--- src/rtl/int_fp_pkg.sv ---
// -----------------------------------------------------------------------------
// int_fp_pkg
//   Shared FP32 constants, rounding-mode encodings and a packing helper for the
//   integer-to-FP32 converter and the rest of the FP32 datapath
//   (fp_multiplier uses the same definitions).
//
//   Contents:
//     FP32_EXP_W / FP32_MAN_W / FP32_BIAS : binary32 field widths and bias
//     RND_RNE / RND_RTZ                   : per-transaction rounding select codes
//     fp32_t                              : {sign, exp, man} packed view
//     fp32_pack()                         : assemble an fp32_t from its fields
// -----------------------------------------------------------------------------
package int_fp_pkg;

    localparam int FP32_EXP_W = 8;
    localparam int FP32_MAN_W = 23;
    localparam int FP32_BIAS  = 127;

    // Rounding-mode select, sampled with each transaction.
    localparam logic RND_RNE = 1'b0;  // round to nearest, ties to even
    localparam logic RND_RTZ = 1'b1;  // round toward zero (truncate)

    typedef struct packed {
        logic                  sign;
        logic [FP32_EXP_W-1:0] exp;
        logic [FP32_MAN_W-1:0] man;
    } fp32_t;

    function automatic fp32_t fp32_pack(
        input logic                  sign,
        input logic [FP32_EXP_W-1:0] exp,
        input logic [FP32_MAN_W-1:0] man
    );
        fp32_t f;
        f.sign = sign;
        f.exp  = exp;
        f.man  = man;
        return f;
    endfunction

endpackage : int_fp_pkg

--- src/rtl/lzc.sv ---
// -----------------------------------------------------------------------------
// lzc
//   Combinational leading-zero counter. Counts zeros above the most significant
//   set bit of i_data; an all-zero input reports W.
//
//   Parameters:
//     W    input width (>= 1)
//   Ports:
//     i_data  in   W             value to scan
//     o_cnt   out  $clog2(W+1)   number of leading zeros (W when i_data == 0)
// -----------------------------------------------------------------------------
module lzc #(
    parameter int W = 32
) (
    input  logic [W-1:0]           i_data,
    output logic [$clog2(W+1)-1:0] o_cnt
);

    localparam int CW = $clog2(W+1);

    // Ascending scan: the last set bit visited is the most significant one,
    // so its position wins.
    always_comb begin
        // NOTE: o_cnt gets a default before the loop so no path leaves it
        // unassigned; without it the conditional writes would infer a latch.
        o_cnt = CW'(W);
        for (int i = 0; i < W; i++) begin
            if (i_data[i]) begin
                o_cnt = CW'(W - 1 - i);
            end
        end
    end

endmodule : lzc

--- src/rtl/int_to_fp32_pipe.sv ---
// -----------------------------------------------------------------------------
// int_to_fp32_pipe
//   Three-stage pipelined integer to IEEE-754 binary32 converter with a
//   valid/ready handshake. Each transaction carries its own signedness,
//   rounding mode and sideband tag.
//
//     S1 capture  : sign extraction and magnitude (two's-complement negate)
//     S2 normalise: leading-zero count, left shift, unbiased exponent
//     S3 round    : RNE/RTZ rounding, exponent carry, pack, inexact flag
//
//   All stages advance together whenever the output register is empty or is
//   being consumed (adv = !out_valid | out_ready); bubbles travel with the pipe.
//
//   Parameters:
//     INT_W  input integer width, 8..64
//     TAG_W  sideband tag width, >= 1
//   Ports:
//     clk, rst_n          rising-edge clock, asynchronous active-low reset
//     in_valid/in_ready   input handshake (in_ready = adv)
//     in_data             integer operand
//     in_signed           1: two's complement, 0: unsigned
//     in_rnd              RND_RNE / RND_RTZ
//     in_tag              sideband tag, returned unchanged on out_tag
//     out_valid/out_ready output handshake; result/out_tag/flags hold while stalled
//     result              FP32 {sign, exp[7:0], man[22:0]}
//     Inexact             rounding discarded nonzero bits
//     Overflow/Underflow  constant 0 for legal INT_W (family interface)
//     Exception           Overflow | Underflow
// -----------------------------------------------------------------------------
module int_to_fp32_pipe
    import int_fp_pkg::*;
#(
    parameter int INT_W = 32,
    parameter int TAG_W = 4
) (
    input  logic             clk,
    input  logic             rst_n,
    input  logic             in_valid,
    output logic             in_ready,
    input  logic [INT_W-1:0] in_data,
    input  logic             in_signed,
    input  logic             in_rnd,
    input  logic [TAG_W-1:0] in_tag,
    output logic             out_valid,
    input  logic             out_ready,
    output logic [31:0]      result,
    output logic [TAG_W-1:0] out_tag,
    output logic             Inexact,
    output logic             Overflow,
    output logic             Underflow,
    output logic             Exception
);

    localparam int LZ_W = $clog2(INT_W + 1);
    // Bits of the normalised value below its leading one, padded with enough
    // zeros that a 23-bit fraction plus guard always exist even for INT_W < 24.
    localparam int EXT_W = (INT_W - 1) + (FP32_MAN_W + 1);

    // -------------------------------------------------------------------------
    // Handshake
    // -------------------------------------------------------------------------
    logic w_adv;
    logic w_take;

    assign w_adv    = !out_valid | out_ready;
    assign in_ready = w_adv;
    assign w_take   = in_valid & w_adv;

    // -------------------------------------------------------------------------
    // S1: sign and magnitude
    // -------------------------------------------------------------------------
    logic             w_s1_sign;
    logic [INT_W-1:0] w_s1_mag;

    assign w_s1_sign = in_signed & in_data[INT_W-1];
    // INT_MIN negates to 2^(INT_W-1), which is representable as unsigned.
    assign w_s1_mag  = w_s1_sign ? (~in_data + INT_W'(1)) : in_data;

    logic             r_s1_valid;
    logic             r_s1_sign;
    logic [INT_W-1:0] r_s1_mag;
    logic             r_s1_rnd;
    logic [TAG_W-1:0] r_s1_tag;

    // NOTE: sequential state uses non-blocking assignments so every stage
    // samples the previous cycle's values of the stage before it.
    // NOTE: payload registers are reset along with the valid bits so the
    // pipeline holds no X after reset; they load only under a valid token.
    always_ff @(posedge clk or negedge rst_n) begin
        if (!rst_n) begin
            r_s1_valid <= 1'b0;
            r_s1_sign  <= 1'b0;
            r_s1_mag   <= '0;
            r_s1_rnd   <= RND_RNE;
            r_s1_tag   <= '0;
        end else if (w_adv) begin
            r_s1_valid <= w_take;
            if (w_take) begin
                r_s1_sign <= w_s1_sign;
                r_s1_mag  <= w_s1_mag;
                r_s1_rnd  <= in_rnd;
                r_s1_tag  <= in_tag;
            end
        end
    end

    // -------------------------------------------------------------------------
    // S2: normalise
    // -------------------------------------------------------------------------
    logic [LZ_W-1:0]       w_lz;
    logic [INT_W-1:0]      w_norm;
    logic [FP32_EXP_W-1:0] w_e;

    lzc #(.W(INT_W)) u_lzc (
        .i_data (r_s1_mag),
        .o_cnt  (w_lz)
    );

    assign w_norm = r_s1_mag << w_lz;
    // Unbiased exponent; meaningless for a zero magnitude, which S3 overrides.
    assign w_e    = FP32_EXP_W'(INT_W - 1) - FP32_EXP_W'(w_lz);

    logic                  r_s2_valid;
    logic                  r_s2_sign;
    logic                  r_s2_zero;
    logic [INT_W-2:0]      r_s2_norm;   // bits below the leading one
    logic [FP32_EXP_W-1:0] r_s2_e;
    logic                  r_s2_rnd;
    logic [TAG_W-1:0]      r_s2_tag;

    always_ff @(posedge clk or negedge rst_n) begin
        if (!rst_n) begin
            r_s2_valid <= 1'b0;
            r_s2_sign  <= 1'b0;
            r_s2_zero  <= 1'b0;
            r_s2_norm  <= '0;
            r_s2_e     <= '0;
            r_s2_rnd   <= RND_RNE;
            r_s2_tag   <= '0;
        end else if (w_adv) begin
            r_s2_valid <= r_s1_valid;
            if (r_s1_valid) begin
                r_s2_sign <= r_s1_sign;
                // After normalisation the MSB is clear only for a zero input.
                r_s2_zero <= ~w_norm[INT_W-1];
                r_s2_norm <= w_norm[INT_W-2:0];
                r_s2_e    <= w_e;
                r_s2_rnd  <= r_s1_rnd;
                r_s2_tag  <= r_s1_tag;
            end
        end
    end

    // -------------------------------------------------------------------------
    // S3: round and pack
    // -------------------------------------------------------------------------
    logic [EXT_W-1:0]      w_ext;
    logic [FP32_MAN_W-1:0] w_frac;
    logic                  w_guard;
    logic                  w_sticky;
    logic                  w_inc;
    logic                  w_carry;
    logic [FP32_MAN_W-1:0] w_man;
    logic [FP32_EXP_W-1:0] w_exp;
    logic                  w_inexact;
    fp32_t                 w_res;

    assign w_ext    = {r_s2_norm, {(FP32_MAN_W + 1){1'b0}}};
    assign w_frac   = w_ext[EXT_W-1 -: FP32_MAN_W];
    assign w_guard  = w_ext[INT_W-1];
    assign w_sticky = |w_ext[INT_W-2:0];

    // Ties (guard set, sticky clear) round up only when the fraction is odd.
    assign w_inc = (r_s2_rnd == RND_RNE) & w_guard & (w_sticky | w_frac[0]);

    // A carry out of the fraction leaves man = 0 and bumps the exponent,
    // which is exactly the next power of two.
    assign {w_carry, w_man} = {1'b0, w_frac} + {{FP32_MAN_W{1'b0}}, w_inc};
    assign w_exp = FP32_EXP_W'(FP32_BIAS) + r_s2_e + {{(FP32_EXP_W-1){1'b0}}, w_carry};

    assign w_inexact = (w_guard | w_sticky) & ~r_s2_zero;
    // Zero always packs as +0, never -0.
    assign w_res = r_s2_zero ? fp32_t'('0) : fp32_pack(r_s2_sign, w_exp, w_man);

    always_ff @(posedge clk or negedge rst_n) begin
        if (!rst_n) begin
            out_valid <= 1'b0;
            result    <= '0;
            out_tag   <= '0;
            Inexact   <= 1'b0;
        end else if (w_adv) begin
            out_valid <= r_s2_valid;
            if (r_s2_valid) begin
                result  <= w_res;
                out_tag <= r_s2_tag;
                Inexact <= w_inexact;
            end
        end
    end

    // Integer magnitudes below 2^64 never overflow binary32 and are never
    // subnormal.
    assign Overflow  = 1'b0;
    assign Underflow = 1'b0;
    assign Exception = Overflow | Underflow;

endmodule : int_to_fp32_pipe

--- config.mk ---
export PLATFORM = sky130hd
export DESIGN_NAME = int_to_fp32_pipe
export DESIGN_NICKNAME = d
export VERILOG_FILES = /design/src/rtl/int_fp_pkg.sv /design/src/rtl/lzc.sv /design/src/rtl/int_to_fp32_pipe.sv
export SDC_FILE = /design/constraint.sdc
export NUM_CORES = 1
export LEC_CHECK = 0
export ABC_AREA = 0
export CAP_MARGIN = 20
export CELL_PAD_IN_SITES_DETAIL_PLACEMENT = 1
export CELL_PAD_IN_SITES_GLOBAL_PLACEMENT = 1
export CORE_MARGIN = 4
export CORE_UTILIZATION = 28
export DETAILED_ROUTE_END_ITERATION = 8
export PLACE_DENSITY_LB_ADDON = 0.08
export SKIP_CTS_REPAIR_TIMING = 1
export SYNTH_ARGS = -nofsm -noshare
export SYNTH_HDL_FRONTEND = slang
export SYNTH_SLANG_ARGS = --single-unit
--- constraint.sdc ---
create_clock -name clk -period 5.05 [get_ports clk]
set_input_delay 0.505 -clock clk [delete_from_list [all_inputs] [get_ports clk]]
set_output_delay 0.505 -clock clk [all_outputs]
set_load 0.02 [all_outputs]
==> results.yml, run 1 <==
sta:
  final_report_hold_violation_count: 0
  period_minus_slack_ps: 4067
  fin_skew_ps: 7.321
  grt_setup_unrepaired: "no"
  max_slew.worst_pin.slew_ps: 1062
  post_route_setup_tns_ps: 0
  timing.final.setup_violations: 0
  worst_slew_margin_rel_pct: 28.75
  slew_viol_final: 0
  fmax_mhz: 245.9
  final.period_utilization_pct: 80.54
clock_tree:
  max-clock-path-buffers: 2
  clkSinkCount: 122
  ctsHtreeMaxLevel: 4
  worstSkewPairLatency_ps: 420
  cts_tree: "done"
  clkTransAtPathRegs_ps: 60
  cts_inserted_buffers: 17
  root_buffer: "sky130_fd_sc_hd__clkbuf_16"
global_route:
  grtUsageMet2_pct: 28.76
  grt.met1_usage_pct: 24.21
  grt_antenna_before_repair: 0
  grt_util_met3_pct: 2.014
  grt_max_degree: 63
  grt_first_pass_wirelength_um: 43550
  combined_global_route_utilization_of_all_metal_layers_pct: 17.35
  gr-max-usage-layer: "met2"
  grt-ovfl-total: 0
  first_global_vias: 7449
floorplanning:
  start_util_pct: 28.33
  core.rowCount: 62
  die_width_um: 178.2
  dieHeight_um: 178.2
  io-pin-count: 84
  dieArea_um2: 31750
  placeableCoreArea_um2: 28630
critical_path:
  endpoint_of_the_worst_slack_reg_to_reg_timing_path: "r_s2_norm[23]$_DFFE_PN0P_"
  cp_data_required_time_ps: 5380
  ff2ff_path_depth: 9
  critPathArrivalTime_ps: 4400
  endpoint_kind: "flip-flop"
  critPathMaxFanout: 21
  worstReg2RegStart: "r_s1_mag[20]$_DFFE_PN0P_"
  criticalPathCategory: "flip-flop to flip-flop"
  rrSetupSlack_ps: 980
  critical_path.startpoint_type: "flip-flop"
layout:
  antenna_cells_inserted: 0
  layout_overhead_on_the_synthesized_area_pct: 20.06
  layout-drive-gt1-share_pct: 8.644
  non_filler_cells_final: 1402
  design.final.nets: 1052
  filler_cell_count: 3369
logic_synthesis:
  average_instance_area_after_synthesis_um2: 8.386
  synth_seq_area_share_pct: 37.65
  yosys_warnings: 0
  syn_area_um2: 8109
  synth-seq-cells: 122
  post-synth-top-area-cell: "sky130_fd_sc_hd__dfrtp_1"
  synth_top_flop_cell: "sky130_fd_sc_hd__dfrtp_1"
  number_of_distinct_library_cells_after_synthesis: 70
  syn_inst_count: 967
  post_synth_main_area_contributors: "sky130_fd_sc_hd__dfrtp_1 (38%), sky130_fd_sc_hd__nand2_1 (8.4%), sky130_fd_sc_hd__o21ai_0 (6.1%)"
  async_reset_ff_share_pct: 100.0
  yosysMostFrequentCell: "sky130_fd_sc_hd__nand2_1"
  synth.top_cell.area_share_pct: 37.65
  synth_common_cells: "sky130_fd_sc_hd__nand2_1 (181), sky130_fd_sc_hd__dfrtp_1 (122), sky130_fd_sc_hd__o21ai_0 (99), sky130_fd_sc_hd__nor2_1 (60), sky130_fd_sc_hd__mux2i_1 (43)"
  synth_enable_flop_cells: 0
placement:
  placement.io_buffers: 80
  dp_hpwl_um: 19940
  dpl.cell_count: 1370
  gpl.final_weighted_congestion: 0.8042
pwr:
  p_per_area_nw_per_um2: 600.6
  irDropWorstVdd_v: 0.0002525
  power_leakage_uw: 0.003988
min_path:
  timing.hold.worst.class: "input port to asynchronous set/reset pin"
drt:
  detail_route.vias_per_cell: 5.156
  wire_per_inst_um: 19.10
  detail_route.wirelength_um: 26780
  final_antenna_net_count: 0
  drc: 0
  drt_iter0_markers: 478
  dr_pass1_iterations: 5
  vias: 7229
job:
  max_cap_violations: 0
status:
  status: "completed"
registers in the layout (all words and copies together), names as in the netlist, 4 cells and up:
| register | flops |
|---|---|
| out_tag | 4 |
| r_s1_mag | 32 |
| r_s1_tag | 4 |
| r_s2_e | 6 |
| r_s2_norm | 31 |
| r_s2_tag | 4 |
| result | 32 |
cells in the final DEF (no fill, tap or decap), types with 8 or more instances in the layout:
cell type,instances
sky130_fd_sc_hd__nand2_1,180
sky130_fd_sc_hd__dfrtp_1,122
sky130_fd_sc_hd__o21ai_0,98
sky130_fd_sc_hd__clkdlybuf4s50_1,79
sky130_fd_sc_hd__nor2_1,60
sky130_fd_sc_hd__mux2i_1,43
sky130_fd_sc_hd__a21oi_1,40
sky130_fd_sc_hd__xor2_1,28
sky130_fd_sc_hd__xnor2_1,26
sky130_fd_sc_hd__nand3_1,21
sky130_fd_sc_hd__buf_4,20
sky130_fd_sc_hd__inv_1,19
sky130_fd_sc_hd__o211ai_1,19
sky130_fd_sc_hd__and3_1,18
sky130_fd_sc_hd__a22oi_1,17
sky130_fd_sc_hd__clkbuf_16,17
sky130_fd_sc_hd__nand4_1,16
sky130_fd_sc_hd__o31ai_1,15
sky130_fd_sc_hd__mux2_2,14
sky130_fd_sc_hd__nor3_1,11
sky130_fd_sc_hd__a31oi_1,10
sky130_fd_sc_hd__nand2b_1,8
area by class of cell:
class	count	area, um2	share of cell area, %
well taps	384	480.5	4.935
clock inverters	14	161.4	1.658
repair buffers	99	940.9	9.665
clock buffers	18	439.2	4.511
inverters	19	71.32	0.7326
multi-input cells	746	4589	47.14
flip-flops and latches	122	3053	31.36
report_power, final:
| part | total [uW] | internal [uW] | switching, uW | leakage (uW) |
|---|---|---|---|---|
| registers | 1770 | 1340 | 434 | 0.00152 |
| clock network | 1270 | 752 | 515 | 0.000290 |
| logic | 2810 | 1140 | 1670 | 0.00218 |
stage by stage:
stage          setup WS, ps  power [uW]  hold WS (ps)  cell area, um2  util [%]
2_1_floorplan          2398        3579         209.4            8117         -
3_3_place_gp           1002        4609         458.0            9135     31.91
3_5_place_dp           1082        4617         461.5            9135     31.91
4_1_cts                1060        5913         80.63            9736     34.01
5_1_grt               779.3        6287         111.9            9736     34.01
6_report              982.8        5847         61.03            9736     34.01
worst max-delay path by stage:
stage	from	end	cells after the start	slack (ps)
floorplan	r_s1_mag[11]$_DFFE_PN0P_	r_s2_norm[27]$_DFFE_PN0P_	10	2400
global placement	r_s1_mag[20]$_DFFE_PN0P_	r_s2_norm[23]$_DFFE_PN0P_	9	1000
detailed placement	r_s1_mag[20]$_DFFE_PN0P_	r_s2_norm[23]$_DFFE_PN0P_	9	1080
CTS	r_s1_mag[20]$_DFFE_PN0P_	r_s2_norm[23]$_DFFE_PN0P_	9	1060
global route	r_s1_mag[20]$_DFFE_PN0P_	r_s2_norm[23]$_DFFE_PN0P_	9	780
finish	r_s1_mag[20]$_DFFE_PN0P_	r_s2_norm[23]$_DFFE_PN0P_	9	980
routing by layer:
layer	part of all wire (%)	up-vias
met5	0	-
met3	2.8	26
met2	47	123
li1	-	3543
met4	1.5	0
met1	48	3537
logic make-up (layout without fill, tap and decap cells):
| group | count (synthesis) | count (layout) | synth area share [%] |
|---|---|---|---|
| buffers and inverters | 101 | 150 | 5.879 |
| adders and majority gates | 5 | 5 | 0.7715 |
| muxes | 58 | 58 | 7.530 |
| xor gates and xnor gates | 54 | 54 | 5.833 |
| AOI/OAI and AO/OA | 267 | 267 | 21.37 |
| other | 1 | 3 | 0.04624 |
| and+or+nand+nor | 359 | 359 | 20.92 |
| DFF | 122 | 122 | 37.65 |
worst max-delay path, stage by stage (launching register included):
cell and delay (ps):
sky130_fd_sc_hd__dfrtp_1 480, sky130_fd_sc_hd__or4_1 650, sky130_fd_sc_hd__a21o_1 400, sky130_fd_sc_hd__o21ai_2 270, sky130_fd_sc_hd__and2_1 770, sky130_fd_sc_hd__a21oi_1 300, sky130_fd_sc_hd__a22oi_1 300, sky130_fd_sc_hd__nand2_1 230
sky130_fd_sc_hd__a31o_1 290, sky130_fd_sc_hd__a311oi_1 260
(Power assumes the default switching activity.)
==> inputs of run 2 (changes only) <==
Clock period 5.05 ns to 3.7 ns, I/O delays scaled along.
==> results.yml, run 2 (synthesized netlist as in run 1, its figures left out) <==
critical_path:
  critPathArrivalTime_ps: 3650
  path_delay_family: "compound AO/OA/AOI/OAI gates"
  cp_cell_sequence: "nor2_1 > o31ai_1 > a31oi_4 > o21ai_2 > mux2i_1 > mux2i_1 > o21ai_1 > a22oi_1 > a31oi_1"
  crit_path_frequent_cell: "sky130_fd_sc_hd__mux2i_1"
  cp_buf_inv_count: 0
  slowest_cell_on_the_critical_path: "sky130_fd_sc_hd__o21ai_2"
  criticalPathCategory: "flip-flop to flip-flop"
  critical_path.startpoint_type: "flip-flop"
  endpoint_kind: "flip-flop"
  cp_data_required_time_ps: 3980
  critPathMaxFanout: 18
  timing.critical_path.slowest_cell_delay_ps: 790
sta:
  timing.final.setup_violations: 0
  fmax_mhz: 296.7
  period_minus_slack_ps: 3371
  grt_setup_unrepaired: "no"
  final_report_hold_violation_count: 0
  worst_slew_margin_rel_pct: 33.54
  slew_viol_final: 0
  final.period_utilization_pct: 91.11
  max_slew.worst_pin.slew_ps: 996.7
  hold_slack_ps: 446.3
  post_route_setup_tns_ps: 0
  fin_skew_ps: 10.19
layout:
  layout-drive-gt1-share_pct: 11.42
  antenna_cells_inserted: 0
  layout_overhead_on_the_synthesized_area_pct: 23.82
  design.final.nets: 1085
  final_common_cell: "sky130_fd_sc_hd__nand2_1"
  largestRegisters: "r_s1_mag (32), result (32), r_s2_norm (31)"
  filler_cell_count: 3358
  layout.cells.most_common_list: "sky130_fd_sc_hd__nand2_1 (180), sky130_fd_sc_hd__dfrtp_1 (122), sky130_fd_sc_hd__o21ai_0 (98)"
floorplanning:
  start_util_pct: 28.33
  dieArea_um2: 31750
  placeableCoreArea_um2: 28630
  dieHeight_um: 178.2
  die_width_um: 178.2
  core.rowCount: 62
  io-pin-count: 84
drt:
  detail_route.vias_per_cell: 5.193
  vias: 7452
  wire_per_inst_um: 19.50
  dr_pass1_iterations: 5
  drt_iter0_markers: 416
  drc: 0
  detail_route.wirelength_um: 27980
  final_antenna_net_count: 0
status:
  status: "completed"
clock_tree:
  ctsHtreeMaxLevel: 4
  clkSinkCount: 122
  root_buffer: "sky130_fd_sc_hd__clkbuf_16"
  clkTransAtPathRegs_ps: 60
  worstSkewPairLatency_ps: 420
  cts_inserted_buffers: 17
  cts_tree: "done"
  max-clock-path-buffers: 2
placement:
  dp_hpwl_um: 20990
  placement.io_buffers: 80
  gpl.final_weighted_congestion: 0.8108
global_route:
  grt_max_degree: 71
  grt-ovfl-total: 0
  grtUsageMet2_pct: 29.79
  gr-max-usage-layer: "met2"
  grt_antenna_before_repair: 0
  grt_util_met3_pct: 1.950
  grt_first_pass_wirelength_um: 45040
  combined_global_route_utilization_of_all_metal_layers_pct: 18.04
  grt.met1_usage_pct: 24.96
  first_global_vias: 7697
min_path:
  timing.hold.worst.class: "input port to asynchronous set/reset pin"
job:
  max_cap_violations: 0
pwr:
  irDropWorstVdd_v: 0.0003550
  power_leakage_uw: 0.004170
  p_per_area_nw_per_um2: 816.6
run 2: worst paths after layout:
path / startpoint / end / slack [ps] / cells past startpoint
min in group clk: result[9]$_DFFE_PN0P_ / result[9]$_DFFE_PN0P_ / 480 / 2
min: rst_n / result[10]$_DFFE_PN0P_ / 450 / 2
max in group asynchronous: rst_n / r_s1_mag[28]$_DFFE_PN0P_ / 2570 / 3
max reg2reg: r_s1_mag[12]$_DFFE_PN0P_ / r_s2_norm[25]$_DFFE_PN0P_ / 330 / 9
max: r_s1_mag[12]$_DFFE_PN0P_ / r_s2_norm[25]$_DFFE_PN0P_ / 330 / 9
min reg2reg: result[9]$_DFFE_PN0P_ / result[9]$_DFFE_PN0P_ / 480 / 2
run 2: final cells by class:
cell class | instances | area [um2] | area share (%)
multi-input cells | 746 | 4589 | 45.71
clock inverters | 14 | 162.7 | 1.620
repair buffers | 132 | 1245 | 12.40
clock buffers | 18 | 439.2 | 4.374
inverters | 19 | 71.32 | 0.7103
flip-flops and latches | 122 | 3053 | 30.40
well taps | 384 | 480.5 | 4.785
run 2: through the flow:
| stage | cell area, um2 | power [uW] | worst slack (ps) | std cells | util (%) |
|---|---|---|---|---|---|
| floorplan | 8117 | 4885 | 1048 | 969 | - |
| global placement | 9378 | 6469 | 358.9 | 1399 | 32.76 |
| detailed placement | 9389 | 6505 | 364.4 | 1400 | 32.80 |
| CTS | 9991 | 8284 | 367.5 | 1432 | 34.90 |
| global route | 10040 | 8808 | 166.2 | 1435 | 35.08 |
| finish | 10040 | 8199 | 329.1 | 1435 | 35.08 |
run 2: metal layers:
layer / wire (um) / share of wire [%] / up-vias
li1: - / - / 3601
met1: 13250 / 47 / 3656
met2: 13190 / 47 / 160
met3: 987 / 3.5 / 35
met4: 545 / 1.9 / 0
met5: 0 / 0 / -
run 2: power by group:
group	internal (uW)	switching, uW	total, uW
registers	1830	528	2360
logic	1710	2400	4110
clock network	1030	710	1740
